[src/rtl/uart_pkg.sv]
// ----------------------------------------------------------------------------
// uart_pkg
// Shared definitions for the Lab2 UART transmit path.
//   tx_state_e    : transmit sequencer state encoding
//   BAUD_*        : baud rate codes understood by the baud controller
//   IDLE_LEVEL    : level of the serial line when no frame is in flight
// Optional feature macro seen by users of this package: UART_TX_PARITY_EN
// (adds an even parity bit between the data bits and the stop bits).
// ----------------------------------------------------------------------------
package uart_pkg;

   typedef enum logic [2:0] {
      ST_IDLE   = 3'd0,
      ST_START  = 3'd1,
      ST_DATA   = 3'd2,
      ST_PARITY = 3'd3,
      ST_STOP   = 3'd4
   } tx_state_e;

   localparam logic [2:0] BAUD_300    = 3'b000;
   localparam logic [2:0] BAUD_1200   = 3'b001;
   localparam logic [2:0] BAUD_2400   = 3'b010;
   localparam logic [2:0] BAUD_4800   = 3'b011;
   localparam logic [2:0] BAUD_9600   = 3'b100;
   localparam logic [2:0] BAUD_19200  = 3'b101;
   localparam logic [2:0] BAUD_57600  = 3'b110;
   localparam logic [2:0] BAUD_115200 = 3'b111;

   localparam logic IDLE_LEVEL = 1'b1;

endpackage

[src/rtl/uart_tx_shifter.sv]
// ----------------------------------------------------------------------------
// uart_tx_shifter
// Data path of the UART transmitter: shift register, data bit counter and
// parity accumulator, stepped by load/shift strobes from the sequencer.
// Ports:
//   clk, reset     : clock, synchronous active-high reset
//   load           : capture load_data, clear counter and parity
//   shift          : move to the next data bit, count it, fold it into parity
//   load_data      : word to transmit
//   cur_bit        : data bit currently at the head of the register
//   next_bit       : data bit that becomes current after the next shift
//   parity_bit     : even parity of the whole word (UART_TX_PARITY_EN only)
//   last_bit       : the head bit is the final data bit of the frame
// Macro: UART_TX_PARITY_EN adds the parity accumulator and parity_bit port.
// ----------------------------------------------------------------------------
module uart_tx_shifter
   import uart_pkg::*;
#(
   parameter int DATA_BITS = 8
) (
   input  logic                 clk,
   input  logic                 reset,
   input  logic                 load,
   input  logic                 shift,
   input  logic [DATA_BITS-1:0] load_data,
   output logic                 cur_bit,
   output logic                 next_bit,
`ifdef UART_TX_PARITY_EN
   output logic                 parity_bit,
`endif
   output logic                 last_bit
);

   localparam int CNT_W = $clog2(DATA_BITS);

   logic [DATA_BITS-1:0] shift_q, shift_d;
   logic [CNT_W-1:0]     cnt_q, cnt_d;

   // Next-state of the shift register and bit counter. Vacated MSBs fill
   // with the idle level so nothing stale can ever reach the line.
   always_comb begin
      shift_d = shift_q;
      cnt_d   = cnt_q;
      if (load) begin
         shift_d = load_data;
         cnt_d   = '0;
      end else if (shift) begin
         shift_d = {IDLE_LEVEL, shift_q[DATA_BITS-1:1]};
         cnt_d   = cnt_q + 1'b1;
      end
   end

   // Register stage for the data path.
   always_ff @(posedge clk) begin
      if (reset) begin
         shift_q <= {DATA_BITS{IDLE_LEVEL}};
         cnt_q   <= '0;
      end else begin
         shift_q <= shift_d;
         cnt_q   <= cnt_d;
      end
   end

   assign cur_bit  = shift_q[0];
   assign next_bit = shift_q[1];
   assign last_bit = (cnt_q == CNT_W'(DATA_BITS - 1));

`ifdef UART_TX_PARITY_EN
   logic parity_q, parity_d;

   // Parity accumulates each bit as it leaves the head of the register.
   always_comb begin
      parity_d = parity_q;
      if (load) begin
         parity_d = 1'b0;
      end else if (shift) begin
         parity_d = parity_q ^ shift_q[0];
      end
   end

   always_ff @(posedge clk) begin
      if (reset) begin
         parity_q <= 1'b0;
      end else begin
         parity_q <= parity_d;
      end
   end

   // The sequencer needs the parity while the final data bit is still at the
   // head, so the head bit is folded in here rather than waiting a cycle.
   assign parity_bit = parity_q ^ shift_q[0];
`endif

endmodule

[src/rtl/uart_tx_controller.sv]
// ----------------------------------------------------------------------------
// uart_tx_controller
// UART transmit sequencer. Owns the baud tick generator (code, enable and
// phase-align clear) and shifts one frame onto txd per accepted write:
// start bit, DATA_BITS data bits LSB first, optional parity, STOP_BITS stops.
// Ports:
//   clk, reset        : clock, synchronous active-high reset
//   tx_en             : transmitter enable, gates acceptance of new writes
//   cfg_baud_select   : requested baud code, tracked only while idle
//   tx_wr, tx_data    : single-cycle write strobe and the word to send
//   baud_tick         : one-cycle bit-rate pulse from the baud controller
//   baud_select       : baud code driven to the baud controller
//   baud_enable       : baud controller enable, high for the whole frame
//   baud_clr          : one-cycle phase-align pulse after acceptance
//   txd               : serial line, idle high
//   tx_busy, tx_done  : frame in progress / end-of-frame pulse
//   tx_overrun        : pulse one cycle after a dropped write
// Macro: UART_TX_PARITY_EN inserts an even parity bit after the data bits.
// ----------------------------------------------------------------------------
module uart_tx_controller
   import uart_pkg::*;
#(
   parameter int DATA_BITS = 8,
   parameter int STOP_BITS = 1
) (
   input  logic                 clk,
   input  logic                 reset,
   input  logic                 tx_en,
   input  logic [2:0]           cfg_baud_select,
   input  logic                 tx_wr,
   input  logic [DATA_BITS-1:0] tx_data,
   input  logic                 baud_tick,
   output logic [2:0]           baud_select,
   output logic                 baud_enable,
   output logic                 baud_clr,
   output logic                 txd,
   output logic                 tx_busy,
   output logic                 tx_done,
   output logic                 tx_overrun
);

   tx_state_e  state_q, state_d;
   logic       txd_q, txd_d;
   logic       tx_busy_q, tx_busy_d;
   logic       tx_done_q, tx_done_d;
   logic       tx_overrun_q, tx_overrun_d;
   logic       baud_enable_q, baud_enable_d;
   logic       baud_clr_q, baud_clr_d;
   logic [2:0] baud_select_q, baud_select_d;
   logic       stop_cnt_q, stop_cnt_d;

   logic sh_load, sh_shift;
   logic cur_bit, next_bit, last_bit;
`ifdef UART_TX_PARITY_EN
   logic parity_bit;
`endif

   logic tick_ok;
   logic accept;

   uart_tx_shifter #(
      .DATA_BITS (DATA_BITS)
   ) u_shifter (
      .clk        (clk),
      .reset      (reset),
      .load       (sh_load),
      .shift      (sh_shift),
      .load_data  (tx_data),
      .cur_bit    (cur_bit),
      .next_bit   (next_bit),
`ifdef UART_TX_PARITY_EN
      .parity_bit (parity_bit),
`endif
      .last_bit   (last_bit)
   );

   // A tick coinciding with the phase-align clear belongs to the old baud
   // phase and must not advance the frame. A write is taken only when idle,
   // enabled, and not in the tx_done cycle, so frames never abut.
   assign tick_ok = baud_tick && !baud_clr_q;
   assign accept  = tx_wr && tx_en && (state_q == ST_IDLE) && !tx_done_q;

   // Next-state and next-output logic for the frame sequencer. Pulsed
   // outputs default low; everything else holds unless a tick moves it.
   always_comb begin
      state_d       = state_q;
      txd_d         = txd_q;
      tx_busy_d     = tx_busy_q;
      tx_done_d     = 1'b0;
      tx_overrun_d  = tx_wr && !accept;
      baud_enable_d = baud_enable_q;
      baud_clr_d    = 1'b0;
      baud_select_d = baud_select_q;
      stop_cnt_d    = stop_cnt_q;
      sh_load       = 1'b0;
      sh_shift      = 1'b0;

      case (state_q)
         ST_IDLE: begin
            baud_select_d = cfg_baud_select;
            if (accept) begin
               sh_load       = 1'b1;
               state_d       = ST_START;
               txd_d         = 1'b0;
               tx_busy_d     = 1'b1;
               baud_enable_d = 1'b1;
               baud_clr_d    = 1'b1;
            end
         end
         ST_START: begin
            if (tick_ok) begin
               state_d = ST_DATA;
               txd_d   = cur_bit;
            end
         end
         ST_DATA: begin
            if (tick_ok) begin
               sh_shift = 1'b1;
               if (last_bit) begin
`ifdef UART_TX_PARITY_EN
                  state_d = ST_PARITY;
                  txd_d   = parity_bit;
`else
                  state_d    = ST_STOP;
                  txd_d      = IDLE_LEVEL;
                  stop_cnt_d = 1'b0;
`endif
               end else begin
                  txd_d = next_bit;
               end
            end
         end
`ifdef UART_TX_PARITY_EN
         ST_PARITY: begin
            if (tick_ok) begin
               state_d    = ST_STOP;
               txd_d      = IDLE_LEVEL;
               stop_cnt_d = 1'b0;
            end
         end
`endif
         ST_STOP: begin
            if (tick_ok) begin
               if (stop_cnt_q == 1'(STOP_BITS - 1)) begin
                  state_d       = ST_IDLE;
                  tx_busy_d     = 1'b0;
                  baud_enable_d = 1'b0;
                  tx_done_d     = 1'b1;
               end else begin
                  stop_cnt_d = 1'b1;
               end
            end
         end
         default: begin
            state_d = ST_IDLE;
            txd_d   = IDLE_LEVEL;
         end
      endcase
   end

   // Single register stage for the sequencer so every output is a flop.
   always_ff @(posedge clk) begin
      if (reset) begin
         state_q       <= ST_IDLE;
         txd_q         <= IDLE_LEVEL;
         tx_busy_q     <= 1'b0;
         tx_done_q     <= 1'b0;
         tx_overrun_q  <= 1'b0;
         baud_enable_q <= 1'b0;
         baud_clr_q    <= 1'b0;
         baud_select_q <= BAUD_300;
         stop_cnt_q    <= 1'b0;
      end else begin
         state_q       <= state_d;
         txd_q         <= txd_d;
         tx_busy_q     <= tx_busy_d;
         tx_done_q     <= tx_done_d;
         tx_overrun_q  <= tx_overrun_d;
         baud_enable_q <= baud_enable_d;
         baud_clr_q    <= baud_clr_d;
         baud_select_q <= baud_select_d;
         stop_cnt_q    <= stop_cnt_d;
      end
   end

   assign txd         = txd_q;
   assign tx_busy     = tx_busy_q;
   assign tx_done     = tx_done_q;
   assign tx_overrun  = tx_overrun_q;
   assign baud_enable = baud_enable_q;
   assign baud_clr    = baud_clr_q;
   assign baud_select = baud_select_q;

endmodule

[config.mk]
export PLATFORM = sky130hd
export DESIGN_NAME = uart_tx_controller
export DESIGN_NICKNAME = d
export VERILOG_FILES = /design/src/rtl/uart_pkg.sv /design/src/rtl/uart_tx_shifter.sv /design/src/rtl/uart_tx_controller.sv
export SDC_FILE = /design/constraint.sdc
export NUM_CORES = 1
export LEC_CHECK = 0
export CORE_ASPECT_RATIO = 0.75
export CORE_UTILIZATION = 35
export DETAILED_ROUTE_END_ITERATION = 8
export PLACE_DENSITY_LB_ADDON = 0.15
export SLEW_MARGIN = 40
export SYNTH_ARGS = -nofsm -noshare
export SYNTH_HDL_FRONTEND = slang
export SYNTH_HIERARCHICAL = 1
export SYNTH_SLANG_ARGS = --single-unit
[constraint.sdc]
create_clock -name clk -period 2.59 [get_ports clk]
set_input_delay 0.6475 -clock clk [delete_from_list [all_inputs] [get_ports clk]]
set_output_delay 0.6475 -clock clk [all_outputs]
set_load 0.03 [all_outputs]
==> results.toml, run 1 <==
[status]
outcome = "completed"

[setup_path]
end_kind = "flop"
arrival_ns = 2.18
crit_required_ns = 2.73
crit_fanout = 11
path_class = "in -> reg"
cp-start-kind = "input pin"

[synthesis]
seq_area_frac_synth = 0.4428
ys_warn_count = 6
synthTopCellsByArea = "dfxtp_1, mux2i_1, nor3b_1"
syn_nets = 118
synth_top_area_cell = "dfxtp_1"
ys_ff_latch = 22
synth_ff_type = "dfxtp_1"
synth_area_um2 = 994.7
synthArstFlopShare = 0
synth.distinct_cells = 30
synth_edf_count = 0
synth.top_cell.area_share = 0.4428
netlist_instances = 100
syn_avg_cell_area_um2 = 9.947

[cts]
cts_buffers = 3
cts_root_buf = "clkbuf_8"
post_cts_resized = 0
post_cts_buffers = 0
cts_tree = "done"
clkSlewWorstSetupHoldPaths_ns = 0.08
cts_sinks = 22
htreeDepth = 1
cts_hold_buf = 0
insertion_delay_ns = 0.26
cts_buffer_depth = 2

[routing]
drt_iter0_drc = 35
wl_per_cell_um = 11.99
drc = 0
first_pass_iters = 3
wl_um = 1919
viasPerCell = 4.813
dr_total_vias = 770
ant_nets = 0

[sta]
final.setup.tns_ns = 0
worst_pin_slew_ns = 0.3693
hold_viol = 0
final.setup_skew_ns = 0.003455
period_minus_slack_ns = 2.036
rsz0062_at_grt = "no"
relSlewSlack = 0.7474
max_freq_mhz = 491.2
setup_ws_ns = 0.5543
slew_violations = 0
setup_violations = 0
fin_crit_sh = 0.7860

[power_and_ir_drop]
p_leak_nw = 0.4890
power_density_nw_per_um2 = 613.6
irDropWorstVdd_v = 0.0002909
power_mw = 0.8092

[place]
portBuffers = 24
hpwl_um = 1400
gp_congestion = 0.7556
dp_slack_ns = 0.2530

[flow_run]
drv_cap = 0

[floorplanning]
fp.dieW_um = 63.56
rows = 16
die-area_um2 = 3061
die_y_um = 48.17
io_pins = 25
start_util = 0.3764
core-area_um2 = 2643

[final_layout]
layout.nets = 143
final_cell_mix = "clkdlybuf4s50_1, dfxtp_1, mux2i_1, nor2_1, a21oi_1"
n_antenna_cell = 0
drive_above_1_share = 0.1129
layout_commonest_cell = "clkdlybuf4s50_1"
syn_to_final_growth_pct = 32.58

[global_route]
grt_start_max_net_pins = 15
gr-total-overflow = 0
grt_pass1_vias = 643
antenna_found_initial = 0
grt_pass1_wl_um = 3042
grt_use_total = 0.1334

[worst_hold_path]
hp-class = "reg -> reg"
metal layers:
metal  track usage  vias up  share of wire
li1              -      400              -
met4       0.04091        0         0.0068
met5             0        -              0
met2        0.2000       13           0.44
met3       0.05374        2          0.045
met1        0.1786      355           0.51
final timing paths:
path                                  from                                 to  slack [ns]  cells after the start
setup reg to reg   state_q[1]$_SDFFE_PP0P_  u_shifter/shift_q[4]$_SDFFE_PP1P_        0.62                      5
hold / removal    baud_enable$_SDFFE_PP0P_           baud_enable$_SDFFE_PP0P_        0.49                      2
hold reg to reg   baud_enable$_SDFFE_PP0P_           baud_enable$_SDFFE_PP0P_        0.49                      2
setup / recovery                 baud_tick  u_shifter/shift_q[0]$_SDFFE_PP1P_        0.55                      7
cells by family after synthesis:
| family | count (synthesis) | share of synthesized area |
|---|---|---|
| and+or+nand+nor | 37 | 0.2126 |
| DFF | 22 | 0.4428 |
| AOI/OAI and AO/OA | 17 | 0.1208 |
| buffers and inverters | 8 | 0.05911 |
| muxes | 13 | 0.1308 |
| adders and majority gates | 2 | 0.02515 |
| xor gates and xnor gates | 1 | 0.008807 |
state kept, by name (all words and copies together), names as in the netlist:
register,count
tx_overrun,1
state_q,3
baud_select,3
txd,1
u_shifter/cnt_q,3
tx_done,1
baud_clr,1
u_shifter/shift_q,8
baud_enable,1
worst max-delay path, stage by stage:
cell	delay, ns
clkdlybuf4s50_1	0.47
nor2b_1	0.35
nand2_1	0.09
nor2_1	0.10
buf_4	0.22
mux2i_1	0.22
a2bb2oi_1	0.09
layout make-up:
type	instances	area (µm²)
sequential	22	440.4
multi-input combinational	70	495.5
timing repair buffer	27	262.8
tap	36	45.04
inverter	1	3.754
clock inverter	1	30.03
clock buffer	3	41.29
fill	264	1324
Yosys cell counts, types with 2 or more instances:
cell       count
nor3_1         5
ha_1           2
a21oi_2        2
a21oi_1        7
nor2b_1        5
a2bb2oi_1      2
nor3b_1        6
nand2b_1       2
mux2i_1       13
buf_2          2
buf_6          3
nor2_1        10
dfxtp_1       22
nand2_1        3
per-stage QoR:
step / instances / utilization / cell area (µm²) / hold WS, ns
floorplan: 100 / - / 994.7 / 0.4742
finish: 160 / 0.4991 / 1319 / 0.4902
detailed placement: 156 / 0.4721 / 1247 / 0.4872
CTS: 160 / 0.4991 / 1319 / 0.4970
global route: 160 / 0.4991 / 1319 / 0.5141
global placement: 156 / 0.4721 / 1247 / 0.4752
power breakdown:
| group | internal [mW] | switching [mW] | total, mW |
|---|---|---|---|
| combinational | 0.0639 | 0.0592 | 0.123 |
| sequential | 0.355 | 0.0119 | 0.367 |
| clock | 0.206 | 0.113 | 0.319 |
| total | 0.626 | 0.184 | 0.809 |
(Power assumes the default switching activity.)
==> inputs of run 2 (changes only) <==
==> constraint.sdc (replaced) <==
create_clock -name clk -period 2.02 [get_ports clk]
set_input_delay 0.505 -clock clk [delete_from_list [all_inputs] [get_ports clk]]
set_output_delay 0.505 -clock clk [all_outputs]
set_load 0.03 [all_outputs]
==> results.toml, run 2 (synthesis gave the netlist of run 1 again) <==
[sta]
final.setup.tns_ns = 0
period_minus_slack_ns = 1.822
fin_crit_sh = 0.9020
worst_pin_slew_ns = 0.3783
setup_violations = 0
relSlewSlack = 0.7413
final.setup_skew_ns = 0.005161
rsz0062_at_grt = "no"
setup_ws_ns = 0.1980
hold_viol = 0
slew_violations = 0
max_freq_mhz = 548.8
hold_ws_ns = 0.4953

[global_route]
antenna_found_initial = 0
grt_use_total = 0.1495
grt_pass1_vias = 712
grt_start_max_net_pins = 23
grt_pass1_wl_um = 3339
gr-total-overflow = 0

[place]
placed_cells = 161
portBuffers = 24
dpl_cell_area_um2 = 1285
gp_congestion = 0.7576
dp_slack_ns = -0.07056
hpwl_um = 1504

[final_layout]
syn_to_final_growth_pct = 36.35
layout.nets = 148
drive_above_1_share = 0.1473
final_util = 0.5133
regMostFlops = "u_shifter/shift_q"
seq_area_um2 = 440.4
layout_commonest_cell = "clkdlybuf4s50_1"
multi_input_area_um2 = 495.5
fill_cells = 272
stdcell_area_um2 = 1356
final_cells = 165
n_antenna_cell = 0
final_cell_mix = "clkdlybuf4s50_1, dfxtp_1, mux2i_1, nor2_1, buf_4"
largest_register_ff_count = 8

[power_and_ir_drop]
power_density_nw_per_um2 = 770.0
p_leak_nw = 0.5135
irDropWorstVdd_v = 0.0004798
p_comb_frac = 0.163
swShare = 0.2246
power_mw = 1.044
intPower_mw = 0.8098
netSwitchingPower_mw = 0.2346
pwr-share-clk = 0.388
seq_power_share = 0.450

[cts]
cts_sinks = 22
htreeDepth = 1
cts_buffers = 3
clkSlewWorstSetupHoldPaths_ns = 0.07
cts_root_buf = "clkbuf_8"
cts_tree = "done"
insertion_delay_ns = 0.26
post_cts_resized = 0
cts_hold_buf = 0
cts_buffer_depth = 2
post_cts_buffers = 0

[routing]
wl_um = 2033
met2RoutedLength_um = 980
dr_wl_met3_um = 106
drt_iter0_drc = 61
met1_length_um = 946
highest_layer = "met3"
ant_nets = 0
wl_per_cell_um = 12.32
viasPerCell = 4.891
dr_total_vias = 807
drc = 0
first_pass_iters = 4

[setup_path]
path_class = "in -> reg"
crit_required_ns = 2.21
crit_fanout = 3
arrival_ns = 2.02
end_kind = "flop"
cp-start-kind = "input pin"

[flow_run]
drv_cap = 0

[floorplanning]
fp.dieW_um = 63.56
rows = 16
core-area_um2 = 2643
start_util = 0.3764
die_y_um = 48.17
io_pins = 25
die-area_um2 = 3061

[status]
outcome = "completed"

[worst_hold_path]
hp-class = "reg -> reg"
[run 2: cell types whose count changed in the layout (fill, tap and decap cells not counted), sizes merged]
cell  delta
buf      +5
[run 2: metal layers]
layer | GRT usage | vias up
met4 | 0.02727 | 0
met2 | 0.2468 | 19
met5 | 0 | -
met1 | 0.1932 | 378
met3 | 0.05607 | 0
li1 | - | 410
[run 2: power by group through the flow]
stage | Combinational (mW) | Sequential [mW] | Clock (mW)
5_1_grt | 0.183 | 0.473 | 0.450
3_5_place_dp | 0.171 | 0.480 | 0
4_1_cts | 0.171 | 0.470 | 0.420
3_3_place_gp | 0.169 | 0.479 | 0
2_1_floorplan | 0.0809 | 0.498 | 0
6_report | 0.170 | 0.470 | 0.405
[run 2: layout make-up]
cell class / instances / area share
tap: 36 / 0.03321
multi-input combinational: 70 / 0.3653
clock inverter: 1 / 0.02214
inverter: 1 / 0.002768
timing repair buffer: 32 / 0.2214
clock buffer: 3 / 0.03044
sequential: 22 / 0.3247
[run 2: path summary, 6_finish.rpt]
path | from | to | slack [ns] | cells after the start
worst min-delay path | baud_enable$_SDFFE_PP0P_ | baud_enable$_SDFFE_PP0P_ | 0.50 | 2
worst min register to register | baud_enable$_SDFFE_PP0P_ | baud_enable$_SDFFE_PP0P_ | 0.50 | 2
worst max-delay path | baud_tick | txd$_SDFFE_PP1P_ | 0.20 | 5
worst max register to register | state_q[0]$_SDFFE_PP0P_ | u_shifter/shift_q[2]$_SDFFE_PP1P_ | 0.27 | 5
[run 2: worst max-delay path: stages]
cell and delay, ns:
clkdlybuf4s50_1 0.41, nor2b_1 0.15, or4b_2 0.63, o221ai_1 0.11, mux2i_1 0.20
